## src/rtl/fir_pkg.sv

```systemverilog
// Shared constants, FSM encoding and tap extraction for the FIR window MAC.
// Sum width: 3-bit taps times 16-bit coefficients over 10 taps fits in 23 bits.
package fir_pkg;

    localparam int TAP_NUM = 10;
    localparam int DATA_W  = 3;
    localparam int COEFF_W = 16;
    localparam int ACC_W   = 23;
    localparam int CNT_W   = 4;
    localparam int ADDR_W  = 4;
    localparam int PROD_W  = DATA_W + COEFF_W;

    typedef enum logic [1:0] {
        ST_IDLE,
        ST_CAPTURE,
        ST_MAC,
        ST_DONE
    } state_t;

    // Tap k occupies bits [3k+2:3k]; k=0 is the newest sample.
    function automatic logic signed [DATA_W-1:0] tap_slice(
        input logic [TAP_NUM*DATA_W-1:0] word,
        input logic [CNT_W-1:0]          k
    );
        return word[int'(k)*DATA_W +: DATA_W];
    endfunction

endpackage

```

## src/rtl/fir_coeff_bank.sv

```systemverilog
// Double-buffered coefficient store: host writes land in shadow, and the
// load strobe copies the whole shadow set into the active set used by the MAC.
module fir_coeff_bank
    import fir_pkg::*;
(
    input  logic                      iClk12M,
    input  logic                      iRst,
    input  logic                      wr,
    input  logic [ADDR_W-1:0]         addr,
    input  logic [COEFF_W-1:0]        data,
    input  logic                      load,
    input  logic [CNT_W-1:0]          rd_idx,
    output logic signed [COEFF_W-1:0] rd_coef
);

    logic [TAP_NUM*COEFF_W-1:0] active_bus;

    generate
        for (genvar gi = 0; gi < TAP_NUM; gi++) begin : g_coef
            logic [COEFF_W-1:0] shadow_reg;
            logic [COEFF_W-1:0] active_reg;

            // Non-blocking copy uses the pre-edge shadow, so a write on the load edge waits a sample.
            always_ff @(posedge iClk12M or posedge iRst) begin
                if (iRst) begin
                    shadow_reg <= '0;
                    active_reg <= '0;
                end else begin
                    if (wr && (addr == ADDR_W'(gi)))
                        shadow_reg <= data;
                    if (load)
                        active_reg <= shadow_reg;
                end
            end

            assign active_bus[gi*COEFF_W +: COEFF_W] = active_reg;
        end
    endgenerate

    always_comb begin
        rd_coef = '0;
        if (rd_idx < CNT_W'(TAP_NUM))
            rd_coef = active_bus[int'(rd_idx)*COEFF_W +: COEFF_W];
    end

endmodule

```

## src/rtl/fir_tap_mac.sv

```systemverilog
// Serial multiply-accumulate over one 10-tap window of the FIR delay line,
// one tap per clock, producing a registered signed partial sum per sample.
module fir_tap_mac
    import fir_pkg::*;
(
    input  logic                        iClk12M,
    input  logic                        iRst,
    input  logic                        iEnSample600k,
    input  logic [TAP_NUM*DATA_W-1:0]   iDelay,
    input  logic                        iCoeffWr,
    input  logic [ADDR_W-1:0]           iCoeffAddr,
    input  logic [COEFF_W-1:0]          iCoeffData,
    output logic [ACC_W-1:0]            oMac,
    output logic                        oMacValid,
    output logic                        oBusy,
    output logic                        oOverrun
);

    state_t                       state_reg, state_next;
    logic [TAP_NUM*DATA_W-1:0]    snap_reg;
    logic [CNT_W-1:0]             cnt_reg;
    logic signed [ACC_W-1:0]      acc_reg;

    logic                         capture;
    logic                         mac_en;
    logic                         done;
    logic                         overrun;

    logic signed [COEFF_W-1:0]    coef;
    logic signed [PROD_W-1:0]     tap_ext;
    logic signed [PROD_W-1:0]     coef_ext;
    logic signed [PROD_W-1:0]     prod;

    fir_coeff_bank u_coeff_bank (
        .iClk12M (iClk12M),
        .iRst    (iRst),
        .wr      (iCoeffWr),
        .addr    (iCoeffAddr),
        .data    (iCoeffData),
        .load    (capture),
        .rd_idx  (cnt_reg),
        .rd_coef (coef)
    );

    always_ff @(posedge iClk12M or posedge iRst) begin
        if (iRst)
            state_reg <= ST_IDLE;
        else
            state_reg <= state_next;
    end

    // A strobe outside IDLE abandons the current window and restarts capture.
    always_comb begin
        state_next = state_reg;
        capture    = 1'b0;
        mac_en     = 1'b0;
        done       = 1'b0;
        overrun    = 1'b0;
        if ((state_reg != ST_IDLE) && iEnSample600k) begin
            overrun    = 1'b1;
            state_next = ST_CAPTURE;
        end else begin
            case (state_reg)
                ST_IDLE: begin
                    if (iEnSample600k)
                        state_next = ST_CAPTURE;
                end
                ST_CAPTURE: begin
                    capture    = 1'b1;
                    state_next = ST_MAC;
                end
                ST_MAC: begin
                    mac_en = 1'b1;
                    if (cnt_reg == CNT_W'(TAP_NUM - 1))
                        state_next = ST_DONE;
                end
                ST_DONE: begin
                    done       = 1'b1;
                    state_next = ST_IDLE;
                end
                default: state_next = ST_IDLE;
            endcase
        end
    end

    assign tap_ext  = PROD_W'(tap_slice(snap_reg, cnt_reg));
    assign coef_ext = PROD_W'(coef);
    assign prod     = tap_ext * coef_ext;

    always_ff @(posedge iClk12M or posedge iRst) begin
        if (iRst) begin
            snap_reg  <= '0;
            cnt_reg   <= '0;
            acc_reg   <= '0;
            oMac      <= '0;
            oMacValid <= 1'b0;
            oBusy     <= 1'b0;
            oOverrun  <= 1'b0;
        end else begin
            oMacValid <= done;
            oOverrun  <= overrun;
            if (capture) begin
                snap_reg <= iDelay;
                acc_reg  <= '0;
                cnt_reg  <= '0;
                oBusy    <= 1'b1;
            end
            if (mac_en) begin
                acc_reg <= acc_reg + ACC_W'(prod);
                cnt_reg <= cnt_reg + 1'b1;
            end
            if (done) begin
                oMac  <= acc_reg;
                oBusy <= 1'b0;
            end
        end
    end

endmodule

```

## config.mk

```make
export PLATFORM = sky130hd
export DESIGN_NAME = fir_tap_mac
export DESIGN_NICKNAME = d
export VERILOG_FILES = /design/src/rtl/fir_pkg.sv /design/src/rtl/fir_coeff_bank.sv /design/src/rtl/fir_tap_mac.sv
export SDC_FILE = /design/constraint.sdc
export NUM_CORES = 1
export LEC_CHECK = 0
export ABC_AREA = 1
export CAP_MARGIN = 20
export CORE_ASPECT_RATIO = 0.5
export CORE_UTILIZATION = 55
export DETAILED_ROUTE_END_ITERATION = 8
export PLACE_DENSITY = 0.79
export SYNTH_ARGS = -nofsm -noshare
export SYNTH_HDL_FRONTEND = slang
export SYNTH_SLANG_ARGS = --single-unit
```

## constraint.sdc

```tcl
create_clock -name iClk12M -period 18.45 [get_ports iClk12M]
set_input_delay 2.7675 -clock iClk12M [delete_from_list [all_inputs] [get_ports iClk12M]]
set_output_delay 2.7675 -clock iClk12M [all_outputs]
set_load 0.02 [all_outputs]
```

-- Word level (Yosys, flattened, before mapping)
Cells that the tools add are included.
- register bits after elaboration: 405
- bits of input ports: 54
- output and inout port bits: 26
- logic and storage cells: 85
- add/subtract/negate cells: 2
- multipliers: 2
- order comparisons: 1
- eq/ne operators: 15
- shift operators: 2
- muxes and demuxes: 18
- reductions and logical operators: 17
- operators with widths (kind ; number):
    160-bit by 9-bit variable part select with 16-bit output ; 1
    23-bit 2-to-1 mux ; 2
    30-bit by 7-bit variable part select with 3-bit output ; 1
    23-bit by 19-bit adder with 23-bit output ; 1
    3-bit by 16-bit multiplier with 19-bit output ; 1
    4-bit by 3-bit equality test with 1-bit output (second input constant) ; 4
    16-bit 2-to-1 mux ; 1
    4-bit equality test (second input constant) ; 3
    1-bit logical AND ; 11
    1-bit 2-to-1 mux ; 9
    4-bit by 2-bit equality test with 1-bit output (second input constant) ; 2
    4-bit 2-to-1 mux ; 2
    2-bit one-hot mux with 4 select lines ; 1
    4-bit by 2-bit multiplier with 6-bit output (second input constant) ; 1
    2-bit 2-to-1 mux ; 3
    3-bit inequality test (second input constant) ; 2
    2-bit nonzero test ; 3
    4-bit by 1-bit adder with 4-bit output (second input constant) ; 1
    2-bit equality test (second input constant) ; 2
    4-bit by 1-bit equality test with 1-bit output (second input constant) ; 1
    4-bit zero test ; 1
    4-bit < comparator (second input constant) ; 1
    2-bit by 1-bit equality test with 1-bit output (second input constant) ; 1
    2-bit zero test ; 1
    2-bit AND reduction ; 1

-- Logic depth before layout (Yosys ltp)
Gate-level depths: netlist (run 1).
- word-level depth: 5
- mapped depth: 27
- depth with buffers taken out: 26

-- Cells and area by module
Synthesis (run 1) repeated with hierarchy kept, for this count alone.
- cell total of the unflattened synthesis: 2297
- area total of the unflattened synthesis: 19721.4 µm²
- modules (own cells, without submodules) (module ; times used ; cells an instance ; area an instance (µm²) ; sequential area each (µm²)):
    fir_coeff_bank ; 1 ; 1485 ; 13431.6 ; 8007.7
    fir_tap_mac ; 1 ; 812 ; 6289.8 ; 2127.0

-- Worst setup path before layout (run 1)
No wires, ideal clock.
- path kind: register to register
- start: register cnt_reg[0]
- end: register acc_reg[14]
- setup time: 0.126 ns
- arrival: 4.215 ns
- data required time: 18.324 ns
- path slack: 14.108 ns
- cell stages (with the launch flop): 25
- buffers on the path: 3
- period minus slack after synthesis: 4.342 ns
- path through: dfrtp_1 -> buf_4 -> buf_4 -> buf_4 -> o211ai_1 -> nand4_1 -> nand2_1 -> nand3_1 -> fa_1 -> fa_1 -> inv_1 -> fa_1 -> ha_1 -> inv_1 -> fa_1 -> inv_1 -> nand3_1 -> nand3_1 -> nand2_1 -> nand2_1 -> nand2_1 -> nand2_1 -> nand2_1 -> nand2_1 -> o21ai_0
- word-level cells in the longest chain between the ends: 5
- elaborated cells between the ends (all ways): 8
- classes of those cells: 1 x add/sub; 2 x mul; 1 x order compare; 2 x shift; 2 x mux
- RTL lines (element ; RTL line ; source):
    start, declared ; fir_tap_mac.sv:21 ; logic [CNT_W-1:0] cnt_reg;
    start signal, assigned ; fir_tap_mac.sv:110 ; cnt_reg <= cnt_reg + 1'b1;
    4-bit by 2-bit multiplier with 6-bit output (tied with other cells) ; fir_pkg.sv:25 ; return word[int'(k)*DATA_W +: DATA_W];
    30-bit by 7-bit variable part select with 3-bit output or 16-bit 2-to-1 mux (tied branches) ; fir_pkg.sv:25, fir_coeff_bank.sv:42 ;
    3-bit by 16-bit multiplier with 19-bit output (*) ; fir_tap_mac.sv:88 ; assign prod = tap_ext * coef_ext;
    23-bit by 19-bit adder with 23-bit output (*) ; fir_tap_mac.sv:109 ; acc_reg <= acc_reg + ACC_W'(prod);
    23-bit 2-to-1 mux (*) ; fir_tap_mac.sv:108 ; if (mac_en) begin
    end signal, assigned ; fir_tap_mac.sv:109 ;
    end, declared ; fir_tap_mac.sv:22 ; logic signed [ACC_W-1:0] acc_reg;
Every way passes the cells marked *; elsewhere a longest branch is shown, timed or not.
A chain may end at the register's enable or synchronous reset.

-- Worst setup path in the final report (run 1)
Ends and elaborated chain as after synthesis.

==> results of run 1 <==
power by group:
group | internal, mW | switching, mW
Sequential | 1.16 | 0.159
Clock | 0.446 | 0.351
Combinational | 0.800 | 1.52
Total | 2.41 | 2.03
cells by family after synthesis:
group,after synthesis,synth area share [%]
adder cells (fa/ha/maj),88,7.15
flip-flops,405,52.3
AO/OA/AOI/OAI,413,11.3
AND/OR/NAND/NOR,1115,22.5
XOR/XNOR,3,0.136
multiplexers,1,0.0516
buffers and inverters,303,6.63
cell usage after synthesis (all sizes together), types with 2 or more instances:
| library cell | number |
|---|---|
| clkbuf | 54 |
| nand3 | 62 |
| xnor2 | 3 |
| o22ai | 6 |
| a21oi | 36 |
| nor2 | 137 |
| fa | 38 |
| o211ai | 40 |
| inv | 186 |
| nor3 | 4 |
| nand2 | 889 |
| ha | 50 |
| buf | 62 |
| nand3b | 5 |
| o21ai | 326 |
| nor2b | 2 |
| dfrtp | 405 |
| nand4 | 13 |
cell type report:
cell class	instances	area share [%]
Multi-Input combinational cell	1620	36.9
Clock inverter	14	0.745
Inverter	187	3.30
Timing Repair Buffer	99	4.47
Clock buffer	54	5.04
Sequential cell	405	46.8
Tap cell	475	2.74
critical path, delay by kind of cell (launching register included):
| kind | cells | cell delay (ns) |
|---|---|---|
| fa+ha+maj | 5 | 2.15 |
| simple gates | 12 | 1.41 |
| compound gates | 2 | 0.28 |
| flops | 1 | 0.85 |
| buf+inv | 4 | 1.07 |
metrics by stage:
step	instance area (um^2)	setup slack, ns	util (%)	std cells
finish	21700	12.48	62.6	2854
global route	21700	12.09	62.6	2854
CTS	21600	12.53	62.5	2852
detailed placement	20400	12.00	58.9	2784
global placement	20400	12.17	58.9	2784
floorplan	19400	4.42	-	2328
per-layer routing:
metal	global-route usage (%)	vias up
met1	39.2	7608
met3	4.91	71
met4	6.98	0
li1	-	7437
met2	44.9	593
met5	0	-
path summary, 6_finish.rpt:
check                                                        end  cells past startpoint                             startpoint
max                                                  acc_reg[14]                     23                             cnt_reg[0]
min                        u_coeff_bank.g_coef[4].active_reg[14]                      2  u_coeff_bank.g_coef[4].shadow_reg[14]
max reg2reg                                          acc_reg[14]                     23                             cnt_reg[0]
min reg2reg                u_coeff_bank.g_coef[4].active_reg[14]                      2  u_coeff_bank.g_coef[4].shadow_reg[14]
max in group asynchronous  u_coeff_bank.g_coef[9].active_reg[13]                      3                                   iRst
min in group asynchronous                                oMac[0]                      2                                   iRst
==> reports/qor.txt, run 1 <==
Synth Register Bits -> 405
Cell Area, Synth -> 19,400 um^2
Seq. cell area -> 10,100 um^2
All-Layer GR Usage -> 27.8%
Initial core utilization -> 56.1%
Critical path data required time -> 18.88 ns
Die width -> 268 um
MaxCap Viol Count -> 0
CTS max path bufs -> 3
Syn_nets -> 2,470
Final period util -> 32.3%
Clock Pin Slew Worst Setup and Hold Paths -> 0.07 ns
Critical Path Slowest Stage Cell -> dfrtp_4
DR top layer -> met4
Ratio of cells with drive above 1 in the final layout -> 4.41%
# clock sinks -> 405
Total die area -> 36,100 um^2
Sequential share of the synthesized area -> 52.3%
Power consumption -> 4.44 mW
Routed wl met3 -> 3.56 mm
Leakage -> 10.9 nW
Synth top area share -> 52.3%
Max FO, Critical Path -> 88
Slew Limit Fails -> 0
WS Path Type -> register to register
Total number of vias -> 15,700
Register-to-register setup slack -> 12.48 ns
Antenna Nets Post-Route -> 0
Gr ovfl total -> 0
Largest net degree at the start of global routing -> 105
I/O Buffers -> 79
H-Tree Depth -> 2
Multi-input gate area -> 8000 um^2
Syn-to-layout area delta -> 11.7%
Worst-Margin Slew -> 0.950 ns
Worst setup EP type -> register
TritonRoute pass-1 iters -> 5
Commonest non-fill, non-tap cell in the layout -> nand2_1
Number of DRC markers in iteration 0 -> 1,624
Syn avg cell area -> 8.33 um^2
Crit-path cells -> buf_4 > o21ai_0 > nand3_1 > nand4_1 > nand2_1 > nand3_1 > fa_1 > fa_1 > inv_1 > fa_1 > ha_1 > inv_1 > fa_1 > inv_1 > nand3_1 > nand3_1 > nand2_1 > nand2_1 > nand2_1 > nand2_1 > nand2_1 > nand2_1 > o21ai_0
Root buf cell -> clkbuf_16
Core area -> 34,600 um^2
Detailed placer's ending HPWL -> 29.9 mm
Drt total wl -> 48.5 mm
Routed length on met2 -> 22.7 mm
RSZ-0062 raised after global routing -> false
Wire per inst -> 17.0 um
Highest-count cells in the layout ignoring fill and taps -> nand2_1 (885), dfrtp_1 (404), o21ai_0 (309)
Post-layout nets -> 2,493
Die height -> 135 um
Initial antenna violation count -> 0
Count of cell types in the netlist -> 38
Setup_tns -> 0 ns
Arr. time, crit path -> 6.40 ns
Most area-consuming cells after synthesis -> dfrtp_1 (52%), nand2_1 (17%), o21ai_0 (8.0%), fa_1 (3.9%), inv_1 (3.4%)
CTS tree -> built
Status -> completed
Hold slack -> 0.463 ns
Vias per cell -> 5.50
Post-synth ARST share -> 100%
Number of synthesized flops with an enable pin -> 0
Vias in the first global route -> 14,900
Ys flop type -> dfrtp_1
# diodes -> 0
Post-cts resize count -> 0
Row count -> 48
Crit-path max cell delay -> 0.85 ns
Most used cell, CP -> nand2_1
GPL Wtd Cong -> 0.926
Startpoint Class -> register
Total CTS buffers -> 38
Min Tclk post-route -> 5.97 ns
Max Clk Rate -> 0.168 GHz
First-pass GRT wire length -> 78.6 mm
Post-Syn Instances -> 2,328
Final setup fails -> 0
Worst rel slew slack -> 36.6%
Yosys top cell by area -> dfrtp_1
Later-pin clock latency in the skew report -> 0.55 ns
YS warnings -> 0
HP Class -> register to register
Post-CTS Setup Inserts -> 0
M1 WL -> 21.3 mm
PD cells -> 205 nW/um^2
Worst vdd ir -> 0.000116 V
# DRC -> 0
CTS Hold Bufs -> 0
Layout Skew -> 0.0163 ns
Final Hold Viols -> 0
Layout fillers -> 2,871
IO Count -> 80
No activity file was read; power rests on OpenSTA's default activity.
==> inputs of run 2 (changes only) <==
- clock period: 18.45 -> 5.5 ns (I/O delays scaled with it)
==> reports/qor.txt, run 2 (synthesis gave the netlist of run 1 again) <==
First-pass GRT wire length -> 79.9 mm
TritonRoute pass-1 iters -> 6
MaxCap Viol Count -> 0
Crit path to -> acc_reg[18]
Leakage -> 11.0 nW
Worst reg2reg path depth -> 23
# DRC -> 0
Final Hold Viols -> 0
Arr. time, crit path -> 5.53 ns
Final instance area -> 21,900 um^2
IO Count -> 80
Root buf cell -> clkbuf_16
Total number of vias -> 15,800
Core area -> 34,600 um^2
Critical path data required time -> 5.93 ns
Startpoint Class -> register
Die width -> 268 um
Final setup fails -> 0
All-Layer GR Usage -> 28.3%
Largest net degree at the start of global routing -> 143
Antenna Nets Post-Route -> 0
Critical Path Slowest Stage Cell -> buf_4
Total die area -> 36,100 um^2
Drt total wl -> 49.4 mm
Setup_tns -> 0 ns
Crit-path max cell delay -> 0.54 ns
H-Tree Depth -> 2
CTS Hold Bufs -> 0
# clock sinks -> 405
Wire per inst -> 17.2 um
Detailed placer's ending HPWL -> 31.4 mm
RSZ-0062 raised after global routing -> false
Highest-count cells in the layout ignoring fill and taps -> nand2_1 (885), dfrtp_1 (404), o21ai_0 (309)
Initial core utilization -> 56.1%
Status -> completed
Worst vdd ir -> 0.000455 V
Slew Limit Fails -> 0
Worst setup EP type -> register
Later-pin clock latency in the skew report -> 0.55 ns
Initial antenna violation count -> 0
Syn-to-layout area delta -> 12.7%
Post-layout util -> 63.2%
GPL Wtd Cong -> 0.951
Post-DP Area -> 20,500 um^2
Ratio of cells with drive above 1 in the final layout -> 4.69%
Setup ws final -> 0.399 ns
Die height -> 135 um
Most used cell, CP -> nand2_1
Layout Skew -> 0.0182 ns
R2r endpoint -> acc_reg[18]
# diodes -> 0
Vias per cell -> 5.51
Clock Pin Slew Worst Setup and Hold Paths -> 0.07 ns
Post-layout nets -> 2,500
CTS tree -> built
Hold slack -> 0.467 ns
Gr ovfl total -> 0
Max FO, Critical Path -> 40
Total CTS buffers -> 37
CTS max path bufs -> 3
Worst rel slew slack -> 29.8%
Register-to-register setup slack -> 0.40 ns
Crit-path cells -> buf_4 > o211ai_1 > nand3_1 > nand4_1 > nand2_1 > nand3_1 > fa_1 > fa_1 > inv_1 > fa_1 > ha_1 > inv_1 > fa_1 > inv_1 > nand3_1 > nand3_1 > nand2_1 > nand2_1 > nand2_1 > nand2_1 > nand2_1 > nand3_1 > nand2_1
Final period util -> 92.7%
I/O Buffers -> 79
Vias in the first global route -> 15,100
WS Path Type -> register to register
Commonest non-fill, non-tap cell in the layout -> nand2_1
Worst-Margin Slew -> 1.05 ns
Number of DRC markers in iteration 0 -> 1,701
Row count -> 48
PD cells -> 694 nW/um^2
Min Tclk post-route -> 5.10 ns
Pre-CTS setup slack -> 0.457 ns
Reg2reg start -> cnt_reg[1]
Critical path launch point -> cnt_reg[1]
HP Class -> register to register
Max Clk Rate -> 0.196 GHz
-- run 2: critical path, delay by kind of cell, from the launching register on --
kind            cells  cell delay [ns]
fa+ha+maj           5             2.16
simple gates       13             1.33
buf+inv             4             0.81
flops               1             0.51
compound gates      1             0.18
-- run 2: per-layer routing --
| layer | vias to the layer above | wire (um) | global-route usage (%) | share of wire (%) |
|---|---|---|---|---|
| li1 | 7448 | - | - | - |
| met1 | 7659 | 21700 | 39.8 | 44 |
| met2 | 575 | 22900 | 45.9 | 46 |
| met3 | 93 | 3690 | 4.61 | 7.5 |
| met4 | 0 | 1140 | 8.29 | 2.3 |
| met5 | - | 0 | 0 | 0 |
-- run 2: final cells by class --
cell class	instances	area, um^2
clock buffers	55	1110
clock inverters	13	221
well taps	475	594
repair buffers	107	1090
fillers	2862	12700
multi-input cells	1620	7990
inverters	187	711
flip-flops and latches	405	10100
-- run 2: worst min-delay path by stage --
stage                                                  to  slack, ns                                   from  cells after the start
global route         u_coeff_bank.g_coef[9].active_reg[0]       0.48   u_coeff_bank.g_coef[9].shadow_reg[0]                      2
global placement    u_coeff_bank.g_coef[9].active_reg[10]       0.45  u_coeff_bank.g_coef[9].shadow_reg[10]                      2
CTS                  u_coeff_bank.g_coef[6].active_reg[2]       0.47   u_coeff_bank.g_coef[6].shadow_reg[2]                      2
floorplan           u_coeff_bank.g_coef[0].active_reg[10]       0.44  u_coeff_bank.g_coef[0].shadow_reg[10]                      2
detailed placement   u_coeff_bank.g_coef[0].active_reg[7]       0.45   u_coeff_bank.g_coef[0].shadow_reg[7]                      2
finish               u_coeff_bank.g_coef[9].active_reg[2]       0.47   u_coeff_bank.g_coef[9].shadow_reg[2]                      2
-- run 2: what timing repair did --
| action | 4_1_cts | 5_1_grt |
|---|---|---|
| gates resized for setup | 0 | 1 |
| endpoints found under the setup margin | 0 | 1 |
| endpoints found under the hold margin | 0 | 0 |
| setup buffers | 0 | 0 |
-- run 2: through the flow --
step | std cells | power, mW
after floorplan | 2328 | 10.2
after global placement | 2792 | 12.0
after detailed placement | 2793 | 12.2
after CTS | 2861 | 15.1
after global routing | 2862 | 16.5
final | 2862 | 15.2
-- run 2: power breakdown --
group	internal [mW]	switching [mW]
Sequential	3.90	0.528
Combinational	2.72	5.21
Clock	1.65	1.16
Total	8.28	6.91
==> inputs of run 3 (changes only) <==
- CORE_MARGIN: unset -> 2
==> reports/qor.txt, run 3 (synthesis gave the netlist of run 1 again) <==
Finished Layout Cells -> 2,863
Highest-count cells in the layout ignoring fill and taps -> nand2_1 (885), dfrtp_1 (404), o21ai_0 (309)
Die height -> 137 um
PD cells -> 696 nW/um^2
RSZ-0062 raised after global routing -> false
# diodes -> 0
Pre-CTS setup slack -> 0.438 ns
Crit-path cells -> inv_2 > buf_4 > o21ai_0 > o22ai_1 > o21ai_0 > o21ai_1 > inv_1 > nor2_1 > fa_1 > inv_1 > fa_1 > inv_1 > ha_1 > ha_1 > nand2_1 > nor2_1 > inv_1 > nor2_1 > nand3_1 > nand3_1 > nand2_1 > nand3_1 > nand2_1
Arr. time, crit path -> 5.53 ns
# DRC -> 0
Largest net degree at the start of global routing -> 164
Pint -> 8.19 mW
MaxCap Viol Count -> 0
Startpoint Class -> register
Worst setup EP type -> register
Power share of the clock group -> 18.0%
Final setup fails -> 0
Final period util -> 92.6%
# clock sinks -> 405
Antenna Nets Post-Route -> 0
Hold path start -> u_coeff_bank.g_coef[3].shadow_reg[15]
Crit-path max cell delay -> 0.53 ns
Drt total wl -> 49.7 mm
Root buf cell -> clkbuf_16
GPL Wtd Cong -> 0.925
R2r endpoint -> acc_reg[21]
Worst vdd ir -> 0.000388 V
CTS max path bufs -> 3
Seq pwr share -> 29.3%
Die width -> 270 um
Post-DP Area -> 20,500 um^2
Later-pin clock latency in the skew report -> 0.56 ns
Max Clk Rate -> 0.196 GHz
CTS Hold Bufs -> 0
Most used cell, CP -> inv_1
Max FO, Critical Path -> 24
Post-cts resize count -> 0
Sw Share -> 46.0%
Gr ovfl total -> 0
Total die area -> 36,900 um^2
Critical path data required time -> 5.94 ns
Reg2reg start -> cnt_reg[0]
Inst Count DP -> 2,795
First-pass GRT wire length -> 79.9 mm
Worst rel slew slack -> 38.3%
Sw Pwr -> 6.98 mW
TritonRoute pass-1 iters -> 6
HP Class -> register to register
Detailed placer's ending HPWL -> 31.8 mm
Final instance area -> 21,800 um^2
Power consumption -> 15.2 mW
Final Hold Viols -> 0
H-Tree Depth -> 2
Worst reg2reg path depth -> 23
Slew Limit Fails -> 0
Status -> completed
Post-layout nets -> 2,503
Core area -> 34,600 um^2
I/O Buffers -> 79
Row count -> 48
Worst Hold End -> u_coeff_bank.g_coef[3].active_reg[15]
Ratio of cells with drive above 1 in the final layout -> 4.90%
Leakage -> 11.0 nW
Clock Pin Slew Worst Setup and Hold Paths -> 0.07 ns
Hold Path Stages -> 2
IO Count -> 80
Total number of vias -> 15,700
Hold slack -> 0.464 ns
Comb pwr share -> 52.6%
Min Tclk post-route -> 5.09 ns
Vias per cell -> 5.49
Register-to-register setup slack -> 0.41 ns
Commonest non-fill, non-tap cell in the layout -> nand2_1
Vias in the first global route -> 14,900
Syn-to-layout area delta -> 12.5%
Post-CTS Setup Inserts -> 0
Initial core utilization -> 56.1%
All-Layer GR Usage -> 27.5%
Layout Skew -> 0.0183 ns
Setup ws final -> 0.410 ns
Worst-Margin Slew -> 0.925 ns
Initial antenna violation count -> 0
Critical Path Slowest Stage Cell -> fa_1
Layout fillers -> 2,939
Wire per inst -> 17.4 um
CTS tree -> built
Total CTS buffers -> 37
WS Path Type -> register to register
Number of DRC markers in iteration 0 -> 1,754
[run 3: changes by cell type in the layout (fill, tap and decap cells not counted), moves of 2 or more]
cell,before,now
clkbuf_1,7,3
clkinv_2,4,8
bufinv_16,5,3
buf_4,20,26
buf_12,5,3
[run 3: cell type report]
class                   count  area (um^2)  share of cell area [%]
well taps                 475          594                    2.73
multi-input cells        1620         7990                    36.6
inverters                 187          711                    3.26
flip-flops and latches    405        10100                    46.5
clock buffers              50         1090                    4.98
repair buffers            110         1100                    5.05
clock inverters            16          191                   0.878
[run 3: stage by stage]
step,util (%),setup TNS [ns]
floorplan,-,-316.18
global placement,59.2,0
detailed placement,59.2,0
CTS,62.9,0
global route,63.0,0
finish,63.0,0
[run 3: worst max-delay path, delay by kind of cell, from the launching register on]
kind            cells  cell delay [ns]
fa+ha+maj           4             1.55
buf+inv             6             1.11
simple gates        9             1.10
compound gates      4             0.69
flops               1             0.49
[run 3: how the worst max path moves through the flow]
| stage | depth (start not counted) | from | to |
|---|---|---|---|
| 2_1_floorplan | 1 | iRst | acc_reg[0] |
| 3_3_place_gp | 23 | cnt_reg[0] | acc_reg[21] |
| 3_5_place_dp | 23 | cnt_reg[0] | acc_reg[21] |
| 4_1_cts | 23 | cnt_reg[0] | acc_reg[21] |
| 5_1_grt | 25 | cnt_reg[0] | acc_reg[21] |
| 6_report | 23 | cnt_reg[0] | acc_reg[21] |
[run 3: power groups by stage]
| stage | Clock (mW) | Sequential, mW | Combinational [mW] |
|---|---|---|---|
| after floorplan | 0 | 4.38 | 5.84 |
| after global placement | 0 | 4.45 | 7.64 |
| after detailed placement | 0 | 4.47 | 7.82 |
| after CTS | 2.76 | 4.43 | 7.93 |
| after global routing | 2.88 | 4.53 | 9.09 |
| final | 2.74 | 4.45 | 7.98 |
[run 3: metal layers]
layer | up-vias | part of all wire [%] | wire length (um) | track usage, %
li1 | 7453 | - | - | -
met5 | - | 0 | 0 | 0
met1 | 7663 | 44 | 21700 | 37.9
met4 | 0 | 2.2 | 1100 | 7.69
met2 | 529 | 46 | 23100 | 45.1
met3 | 79 | 7.7 | 3820 | 5.42
